--- src/rtl/key_ctrl_pkg.sv ---
// Shared state encoding and default debounce length for the stopwatch key controller.
package key_ctrl_pkg;

    typedef enum logic [1:0] {
        ST_IDLE  = 2'd0,
        ST_RUN   = 2'd1,
        ST_PAUSE = 2'd2
    } state_t;

    localparam int DB_CYCLES_DEFAULT = 1_000_000;

endpackage

--- src/rtl/key_debounce.sv ---
// One raw active-low key -> synchronized, debounced, one-cycle press pulse.
// Latency: press pulse DB_CYCLES+3 edges after the first low sample; no backpressure.
module key_debounce #(
    parameter int DB_CYCLES = 16
) (
    input  logic clk,
    input  logic rst_n,
    input  logic key_n,
    output logic press
);

    localparam int CW = $clog2(DB_CYCLES);

    logic          sync1;
    logic          sync2;
    logic          acc;
    logic          acc_d;
    logic [CW-1:0] cnt;

    always_ff @(posedge clk or negedge rst_n) begin
        if (!rst_n) begin
            sync1 <= 1'b1;
            sync2 <= 1'b1;
        end else begin
            sync1 <= key_n;
            sync2 <= sync1;
        end
    end

    // Counter only runs while the synced level disagrees; it tops out at DB_CYCLES-1.
    always_ff @(posedge clk or negedge rst_n) begin
        if (!rst_n) begin
            cnt <= '0;
            acc <= 1'b1;
        end else if (sync2 != acc) begin
            if (cnt == CW'(DB_CYCLES - 1)) begin
                acc <= sync2;
                cnt <= '0;
            end else begin
                cnt <= cnt + CW'(1);
            end
        end else begin
            cnt <= '0;
        end
    end

    always_ff @(posedge clk or negedge rst_n) begin
        if (!rst_n) begin
            acc_d <= 1'b1;
            press <= 1'b0;
        end else begin
            acc_d <= acc;
            press <= acc_d & ~acc;
        end
    end

endmodule

--- src/rtl/key_ctrl.sv ---
// Stopwatch control: three debounced keys drive an IDLE/RUN/PAUSE FSM with lap hold.
// Latency: outputs update one edge after a press event; no backpressure.
module key_ctrl
    import key_ctrl_pkg::*;
#(
    parameter int DB_CYCLES = DB_CYCLES_DEFAULT
) (
    input  logic       clk,
    input  logic       rst_n,
    input  logic       key_start_n,
    input  logic       key_clr_n,
    input  logic       key_lap_n,
    output logic       run_en,
    output logic       clr_pulse,
    output logic       hold,
    output logic [1:0] state
);

    logic start_ev;
    logic clr_ev;
    logic lap_ev;

    key_debounce #(.DB_CYCLES(DB_CYCLES)) u_db_start (
        .clk   (clk),
        .rst_n (rst_n),
        .key_n (key_start_n),
        .press (start_ev)
    );

    key_debounce #(.DB_CYCLES(DB_CYCLES)) u_db_clr (
        .clk   (clk),
        .rst_n (rst_n),
        .key_n (key_clr_n),
        .press (clr_ev)
    );

    key_debounce #(.DB_CYCLES(DB_CYCLES)) u_db_lap (
        .clk   (clk),
        .rst_n (rst_n),
        .key_n (key_lap_n),
        .press (lap_ev)
    );

    logic [1:0] state_d;
    logic       hold_d;
    logic       clr_d;

    always_comb begin
        state_d = state;
        hold_d  = hold;
        clr_d   = 1'b0;
        case (state)
            ST_IDLE: begin
                if (clr_ev) begin
                    clr_d = 1'b1;
                end else if (start_ev) begin
                    state_d = ST_RUN;
                end
            end
            ST_RUN: begin
                if (start_ev) begin
                    state_d = ST_PAUSE;
                end
                if (lap_ev) begin
                    hold_d = ~hold;
                end
            end
            ST_PAUSE: begin
                if (clr_ev) begin
                    state_d = ST_IDLE;
                    clr_d   = 1'b1;
                    hold_d  = 1'b0;
                end else begin
                    if (start_ev) begin
                        state_d = ST_RUN;
                    end
                    if (lap_ev) begin
                        hold_d = 1'b0;
                    end
                end
            end
            default: begin
                state_d = ST_IDLE;
                hold_d  = 1'b0;
            end
        endcase
        // Guarantees the counter clear can never stretch over two cycles.
        if (clr_pulse) begin
            clr_d = 1'b0;
        end
    end

    always_ff @(posedge clk or negedge rst_n) begin
        if (!rst_n) begin
            state     <= ST_IDLE;
            hold      <= 1'b0;
            clr_pulse <= 1'b0;
            run_en    <= 1'b0;
        end else begin
            state     <= state_d;
            hold      <= hold_d;
            clr_pulse <= clr_d;
            run_en    <= (state_d == ST_RUN);
        end
    end

endmodule

--- config.mk ---
export PLATFORM = sky130hd
export DESIGN_NAME = key_ctrl
export DESIGN_NICKNAME = d
export VERILOG_FILES = /design/src/rtl/key_ctrl_pkg.sv /design/src/rtl/key_debounce.sv /design/src/rtl/key_ctrl.sv
export SDC_FILE = /design/constraint.sdc
export NUM_CORES = 1
export LEC_CHECK = 0
export CAP_MARGIN = 25
export CORE_AREA = 8 8 90 84
export DETAILED_ROUTE_END_ITERATION = 8
export DIE_AREA = 0 0 98 92
export PLACE_DENSITY = 0.89
export SLEW_MARGIN = 30
export SYNTH_ARGS = -nofsm -noshare
export SYNTH_HDL_FRONTEND = slang
export SYNTH_HIERARCHICAL = 1
export SYNTH_SLANG_ARGS = --single-unit
export TNS_END_PERCENT = 30
--- constraint.sdc ---
create_clock -name clk -period 6.04 [get_ports clk]
set_clock_uncertainty 0.15 [all_clocks]
set_input_delay 0.604 -clock clk [delete_from_list [all_inputs] [get_ports clk]]
set_output_delay 0.604 -clock clk [all_outputs]
set_load 0.05 [all_outputs]
==> qor.csv, run 1 <==
metric,value,unit
synth_nets,354,
fin_crit_sh,40.00,%
holdWs,0.1058,ns
antenna_cells,0,
worstPathArrival,1.66,ns
drcViolationCount,0,
dr_total_vias,2652,
cp.depth,1,
power.leakage,1.712,nW
drt_wl_total,6.863,mm
cp-end-kind,output pin,
dpl_cell_area,3871,um2
routedWlPerCell,15.74,um
yosysWarnings,6,
dp_slack,3.779,ns
rr_worst_depth,6,
grt_antenna_before_repair,0,
die_h,92,um
ir_worst_vdd,0.1577,mV
drtPass1Iterations,5,
synth_area,3731,um2
critPathLaunchType,flop,
ctsHoldBuffers,0,
fin_nets,367,
nFillCells,419,
topRoutingLayerUsed,met4,
grt_pass1_vias,2635,
synth_seq_cells,80,
cp_num_buf_inv,1,
grt_use_total,16.11,%
syn_area_per_cell,10.78,um2
cts.sinks,80,
drv_slew,0,
grt_first_pass_wirelength,11.88,mm
area_growth,9.893,%
worst_slew_pin_slew,0.6776,ns
wl_met2,3.372,mm
drive_above_1_share,13.19,%
synthFlopType,dfrtp_1,
place_congestion,0.8007,
pin_count,10,
hold_path.class,in2async,
instances_no_fill,436,
utilization,68.57,%
clk_pin_slew_worst_paths,0.08,ns
crit_path_max_incr_delay,0.85,ns
synth-seq-area-share,54.06,%
wirelength_met1,3.113,mm
setup_slack,3.624,ns
place_inst,418,
hpwl,4.517,mm
crit_family,buffers and inverters,
postRouteAntennaNets,0,
cts_buffer_depth,2,
cts_resized,0,
met3_length,269,um
cts.htree.levels,3,
maxSlewHeadroom,54.83,%
power.density,239.7,nW/um2
finalPower,982.7,uW
fmaxAchievable,413.9,MHz
async_reset_ff_share,100.0,%
synth.distinct_cells,41,
crit_required,5.29,ns
rows,27,
port_buffers,9,
status,finished clean,
cts_buffers,9,
crit_type,reg2out,
clk_latency,0.35,ns
synth_edf_count,0,
cts_tree,yes,
finalSetupViolations,0,
start_util,62.40,%
cp_slowest_cell,clkdlybuf4s50_1,
fin_crit,2.416,ns
dieArea,9016,um2
grt_setup_unrepaired,no,
synth_cells,346,
via_per_inst,6.083,
cts_root_buf,clkbuf_8,
hold_viol_final,0,
maxCapViolCount,0,
crit_chain,clkdlybuf4s50_1,
worstPathMaxFanout,7,
first_iter_violations,166,
cts_setup_buffers,0,
fin_area,4100,um2
core,5979,um2
die_x,98,um
finalSetupTns,0,ns
globalRouteOverflowTotal,0,
grt_max_degree,81,
registers in the layout, summed over array words and instances (netlist names), 2 cells and up:
register	cells
u_db_lap/cnt	20
u_db_clr/cnt	20
u_db_start/cnt	20
state	2
layer usage:
metal / vias to the layer above / global-route usage (%)
li1: 1265 / -
met1: 1310 / 20.24
met2: 62 / 25.54
met3: 15 / 4.683
met4: 0 / 6.874
met5: - / 0
kinds of logic after synthesis:
group	Yosys count	synth area share, %
AND/OR/NAND/NOR	164	25.29
AO/OA/AOI/OAI	45	8.048
XOR/XNOR	39	9.155
adder cells (fa/ha/maj)	3	1.006
buffers and inverters	12	1.543
multiplexers	3	0.9054
flip-flops	80	54.06
where the power goes:
part           internal [mW]  leakage [nW]  switching (mW)
registers              0.544          1.07         0.00598
logic                 0.0106         0.541          0.0214
clock network          0.204         0.103           0.197
total                  0.758          1.71           0.225
cell usage in the layout, fill, tap and decap left out, types with 2 or more instances in the layout:
| cell | instances |
|---|---|
| dfrtp_1 | 68 |
| nor2_1 | 42 |
| xor2_1 | 25 |
| nand2_1 | 23 |
| nand3_1 | 21 |
| a21oi_1 | 17 |
| or3_1 | 14 |
| xnor2_1 | 14 |
| o21ai_0 | 13 |
| dfstp_2 | 12 |
| and4_1 | 11 |
| clkbuf_8 | 10 |
| and3_1 | 10 |
| clkdlybuf4s50_1 | 8 |
| or4_1 | 7 |
| o31ai_1 | 6 |
| nor4_1 | 5 |
| nor4b_1 | 5 |
| o22ai_1 | 3 |
| nor3b_1 | 3 |
| buf_6 | 3 |
| nand4b_1 | 3 |
| nand4_1 | 3 |
| nor2b_1 | 3 |
| mux2_2 | 3 |
| ha_1 | 3 |
| inv_1 | 2 |
| clkinv_2 | 2 |
| inv_6 | 2 |
| nor3_1 | 2 |
| nand3_4 | 2 |
| o41ai_4 | 2 |
cell usage after synthesis, drive strengths merged, types with 4 or more instances:
cell   instances  share of area, %
a21oi         18               2.5
and3          11               1.9
and4          12               2.9
buf           10               1.3
dfrtp         68                46
dfstp         12               8.5
nand2         23               2.3
nand3         24               4.0
nand4          4              0.84
nor2          42               4.2
nor4           5              0.84
nor4b          5               1.2
o21ai         13               1.7
o31ai          7               1.4
or3           14               2.3
or4            8               1.7
xnor2         14               3.3
xor2          25               5.9
path summary, 6_finish.rpt:
check | startpoint | endpoint | slack, ns
min in group clk | u_db_clr/sync1 | u_db_clr/sync2 | 0.20
max in group asynchronous | rst_n | u_db_clr/cnt[14] | 5.16
setup reg to reg | u_db_clr/cnt[0] | u_db_clr/cnt[2] | 3.74
setup / recovery | state[0] | state[0] | 3.62
hold / removal | rst_n | run_en | 0.11
hold reg to reg | u_db_clr/sync1 | u_db_clr/sync2 | 0.20
area by class of cell:
class | count | area, um2 | share of cell area [%]
sequential | 80 | 2017 | 49.19
multi-input combinational | 254 | 1662 | 40.52
clock buffer | 10 | 137.6 | 3.357
timing repair buffer | 12 | 121.4 | 2.960
tap | 72 | 90.09 | 2.197
clock inverter | 6 | 65.06 | 1.587
inverter | 2 | 7.507 | 0.1831
worst reg2reg max path, stage by stage, from the launching register on:
cell and delay (ns):
dfrtp_1 0.38, ha_1 0.25, nand2_1 0.07, or2_2 0.34
o31ai_2 0.61, buf_4 0.31, nor2_1 0.07
No activity file was read; power rests on OpenSTA's default activity.
==> inputs of run 2 (changes only) <==
CORE_AREA = 8 8 96 90   (was 8 8 90 84)
DIE_AREA = 0 0 104 98   (was 0 0 98 92)
PLACE_DENSITY = 0.83   (was 0.89)
clock period = 2.1 ns   (was 6.04 ns; I/O delays follow)
==> run 2 against run 1 <==
  * Global-route usage fell by 1.1 points
  * Via count up 3.2%
  * Critical path type is now reg2reg
  * Largest cell class unchanged
  * Largest power group unchanged
  * Combinational power grew to 3.3 times the previous value
  * Worst hold slack worse by 0.0063 ns
==> qor.csv, run 2 (synthesized netlist as in run 1, its figures left out) <==
metric,value,unit
grt_pass1_vias,2761,
cts.sinks,80,
power.leakage,1.797,nW
fin_nets,378,
hold_path.class,in2reg,
cts_buffer_depth,2,
multi_input_area,1673,um2
place_congestion,0.8374,
drtPass1Iterations,4,
postRouteAntennaNets,0,
cp.depth,5,
cts_buffers,9,
dr_total_vias,2736,
antenna_cells,0,
fmaxAchievable,502.5,MHz
grt_setup_unrepaired,no,
clk_pin_slew_worst_paths,0.09,ns
rows,30,
hold_viol_final,0,
crit_path_max_incr_delay,0.52,ns
ir_worst_vdd,0.4912,mV
crit_chain,ha_1 -> nand4_2 -> or2_0 -> or4_4 -> a21oi_2,
reg.largest.list,"u_db_clr/cnt (20), u_db_lap/cnt (20), u_db_start/cnt (20)",
routedWlPerCell,15.56,um
wirelength_met1,3.278,mm
drt_wl_total,7.329,mm
power.density,694.3,nW/um2
area_growth,13.82,%
place_inst,454,
cp_slowest_cell,or4_4,
grt_use_total,15.04,%
cts.htree.levels,3,
via_per_inst,5.809,
core,7132,um2
crit_family,simple AND/OR/NAND/NOR gates,
finalSetupViolations,0,
cp_num_buf_inv,0,
drcViolationCount,0,
drive_above_1_share,15.73,%
grt_antenna_before_repair,0,
rr_worst_depth,5,
critPathLaunchType,flop,
port_buffers,9,
layout_commonest_cell,dfrtp_1,
met3_length,253,um
worstPathArrival,2.14,ns
pin_count,10,
finalSetupTns,0,ns
crit_required,2.25,ns
maxSlewHeadroom,65.13,%
cp-end-kind,flop,
hold_depth,1,
grt_first_pass_wirelength,12.58,mm
hpwl,4.808,mm
first_iter_violations,161,
drv_slew,0,
clk_latency,0.36,ns
wl_met2,3.665,mm
nFillCells,585,
worstPathMaxFanout,7,
fin_crit,1.990,ns
layout_common_cells,"dfrtp_1, nor2_1, xor2_1",
cts_root_buf,clkbuf_8,
die_x,104,um
die_h,98,um
topRoutingLayerUsed,met4,
cts_tree,yes,
fin_crit_sh,94.76,%
seq_area,2017,um2
instances_no_fill,471,
grt_max_degree,41,
dieArea,10190,um2
maxCapViolCount,0,
status,finished clean,
globalRouteOverflowTotal,0,
start_util,52.32,%
crit_type,reg2reg,
worst_slew_pin_slew,0.5214,ns
run 2: cell count changes in the layout (fill, tap and decap cells not counted), sizes merged:
cell / previous run / this run
clkinvlp: 1 / 0
dlygate4sd3: 0 / 1
bufinv: 1 / 2
clkdlybuf4s50: 8 / 7
buf: 4 / 14
dlymetal6s2s: 0 / 1
run 2: layer usage:
metal | vias to the layer above | track usage (%)
li1 | 1292 | -
met1 | 1366 | 18.40
met2 | 63 | 23.96
met3 | 15 | 4.345
met4 | 0 | 7.230
met5 | - | 0
run 2: cell type report:
cell class	count	area share (%)
Clock inverter	6	2.151
Clock buffer	10	3.005
Multi-Input combinational cell	254	39.39
Sequential cell	80	47.50
Tap cell	96	2.829
Timing Repair Buffer	23	4.950
Inverter	2	0.1768
run 2: report_power, final:
| group | total (mW) | internal (mW) | leakage [nW] | switching (mW) |
|---|---|---|---|---|
| combinational | 0.104 | 0.0394 | 0.618 | 0.0646 |
| sequential | 1.58 | 1.56 | 1.07 | 0.0175 |
| clock | 1.26 | 0.678 | 0.111 | 0.584 |
| total | 2.95 | 2.28 | 1.80 | 0.667 |
run 2: path summary, 6_finish.rpt:
path | start | slack (ns) | end
min in group asynchronous | rst_n | 0.11 | u_db_clr/press
hold reg to reg | u_db_lap/sync1 | 0.21 | u_db_lap/sync2
setup / recovery | u_db_clr/cnt[0] | 0.11 | u_db_clr/cnt[18]
setup reg to reg | u_db_clr/cnt[0] | 0.11 | u_db_clr/cnt[18]
hold / removal | key_clr_n | 0.1 | u_db_clr/sync1
max in group asynchronous | rst_n | 1.07 | u_db_start/sync1
run 2: repair_timing:
action | CTS | global route
endpoints found under the setup margin | 0 | 19
hold buffers | 1 | 0
setup buffers | 0 | 0
gates resized for setup | 0 | 3
endpoints found under the hold margin | 72 | 0
run 2: worst register-to-register path, delay by kind of cell (launching register included):
| kind | cells | cell delay (ns) |
|---|---|---|
| adder cells (fa/ha/maj) | 1 | 0.26 |
| AO/OA/AOI/OAI | 1 | 0.14 |
| flip-flops | 1 | 0.38 |
| AND/OR/NAND/NOR | 3 | 1.00 |
run 2: per-stage QoR:
step	utilization, %	hold slack, ns	total power, mW	setup slack [ns]	area (um2)
6_report	59.54	0.09944	2.948	0.1101	4247
4_1_cts	59.35	0.08319	2.989	0.04423	4233
3_3_place_gp	56.14	-0.04665	1.710	0.1921	4004
5_1_grt	59.54	0.08590	3.061	0.005069	4247
3_5_place_dp	56.14	-0.03745	1.717	0.1192	4004
2_1_floorplan	-	-0.2356	1.649	0.1657	3731
==> inputs of run 3 (changes only) <==
CORE_AREA = 8 8 138 127   (was 8 8 96 90)
DIE_AREA = 0 0 146 135   (was 0 0 104 98)
PLACE_DENSITY = 0.49   (was 0.83)
==> run 3 against run 2 <==
  * Sequential cell count did not move
  * Combinational power is essentially flat
  * Design area is 5.2% higher
  * Die area grew 93%
  * First-iteration DRC count shrank 32%
  * Register-to-register slack barely moved
  * Critical endpoint is now state[0]
  * Largest power group is now the clock network
==> qor.csv, run 3 (synthesized netlist as in run 1, its figures left out) <==
metric,value,unit
grt_setup_unrepaired,no,
cts.sinks,80,
fin_crit_sh,95.38,%
clk_latency,0.34,ns
drv_slew,0,
globalRouteOverflowTotal,0,
rows,43,
postRouteAntennaNets,0,
port_buffers,9,
first_iter_violations,109,
dp_slack,0.1079,ns
clk_pin_slew_worst_paths,0.06,ns
ir_worst_vdd,0.3987,mV
cts_root_buf,clkbuf_16,
worstPathArrival,1.64,ns
layout_common_cells,"dfrtp_1, nor2_1, xor2_1",
drt_wl_total,7.126,mm
worst_slew_pin_slew,0.5055,ns
crit_chain,clkdlybuf4s50_1,
cp_num_buf_inv,1,
grt_max_degree,37,
via_per_inst,4.496,
die_x,146,um
grt_first_pass_wirelength,12.38,mm
routedWlPerCell,12.35,um
grt_use_total,7.721,%
cts_buffer_depth,2,
crit_type,reg2out,
hold_viol_final,0,
layout_commonest_cell,dfrtp_1,
cts.htree.levels,3,
worstPathMaxFanout,7,
hpwl,4.954,mm
grt_pass1_vias,2606,
finalSetupViolations,0,
dr_total_vias,2594,
fin_area,4468,um2
drtPass1Iterations,4,
maxCapViolCount,0,
finalSetupTns,0,ns
dieArea,19710,um2
crit_required,1.74,ns
cts_buffers,9,
die_h,135,um
start_util,24.59,%
reg.largest.list,"u_db_clr/cnt (20), u_db_lap/cnt (20), u_db_start/cnt (20)",
fin_crit,2.003,ns
power.density,752.8,nW/um2
cp-end-kind,output pin,
status,finished clean,
power.leakage,1.813,nW
dpl_cell_area,4136,um2
core,15170,um2
maxSlewHeadroom,66.20,%
crit_path_max_incr_delay,0.85,ns
cts_tree,yes,
antenna_cells,0,
critPathLaunchType,flop,
hold_path.class,in2reg,
place_congestion,0.7258,
cp_slowest_cell,clkdlybuf4s50_1,
crit_family,buffers and inverters,
setup_slack,0.09707,ns
drcViolationCount,0,
drive_above_1_share,15.20,%
fmaxAchievable,499.3,MHz
fin_nets,378,
pin_count,10,
area_growth,19.75,%
grt_antenna_before_repair,0,
==> run 3: metrics by stage <==
step	std cells	power, mW	utilization (%)	hold WS [ns]
after global placement	560	1.714	27.26	0.05118
after floorplan	346	1.649	-	-0.2356
after CTS	577	3.429	29.45	0.1070
after detailed placement	560	1.716	27.26	0.05792
after global routing	577	3.506	29.45	0.1100
final	577	3.364	29.45	0.1239
==> run 3: worst paths after layout <==
check / slack [ns] / startpoint / depth (start not counted) / to
worst max-delay path: 0.1 / state[0] / 1 / state[0]
worst min-delay path: 0.12 / key_clr_n / 1 / u_db_clr/sync1
worst max register to register: 0.11 / u_db_clr/cnt[0] / 5 / u_db_clr/cnt[18]
worst min register to register: 0.21 / u_db_start/sync1 / 0 / u_db_start/sync2
max in group asynchronous: 0.95 / rst_n / 3 / u_db_start/acc_d
min in group asynchronous: 0.23 / rst_n / 2 / u_db_lap/cnt[8]
==> run 3: repair_timing <==
item                                   in CTS  in global routing
setup endpoints to repair                   0                  0
gates resized for setup                     0                  0
setup buffers                               0                  0
hold buffers                                1                  0
endpoints found under the hold margin      29                  0
==> run 3: report_power, final <==
group          leakage, nW  internal (mW)  total (mW)  switching [mW]
Clock                0.149           1.05        1.68           0.630
Sequential            1.07           1.57        1.58          0.0172
Combinational        0.596         0.0374       0.102          0.0649
==> run 3: routing by layer <==
metal  routed length, um  up-vias  global-route usage (%)  share of wire (%)
li1                    -     1286                       -                  -
met1                3467     1278                   9.272                 49
met2                3334       22                   12.39                 47
met3                 228        8                   2.876                3.2
met4                  95        0                   2.973                1.3
met5                   0        -                       0                  0
==> run 3: final cells by class <==
class	instances	area, um2
Sequential cell	80	2017
Clock buffer	10	229.0
Tap cell	202	252.7
Timing Repair Buffer	23	207.7
Multi-Input combinational cell	254	1662
Fill cell	1590	10700
Clock inverter	6	92.59
Inverter	2	7.507
==> run 3: worst reg2reg max path, delay by kind of cell, from the launching register on <==
family | cells | cell delay [ns]
AND/OR/NAND/NOR | 3 | 1.00
flip-flops | 1 | 0.38
adder cells (fa/ha/maj) | 1 | 0.25
AO/OA/AOI/OAI | 1 | 0.14
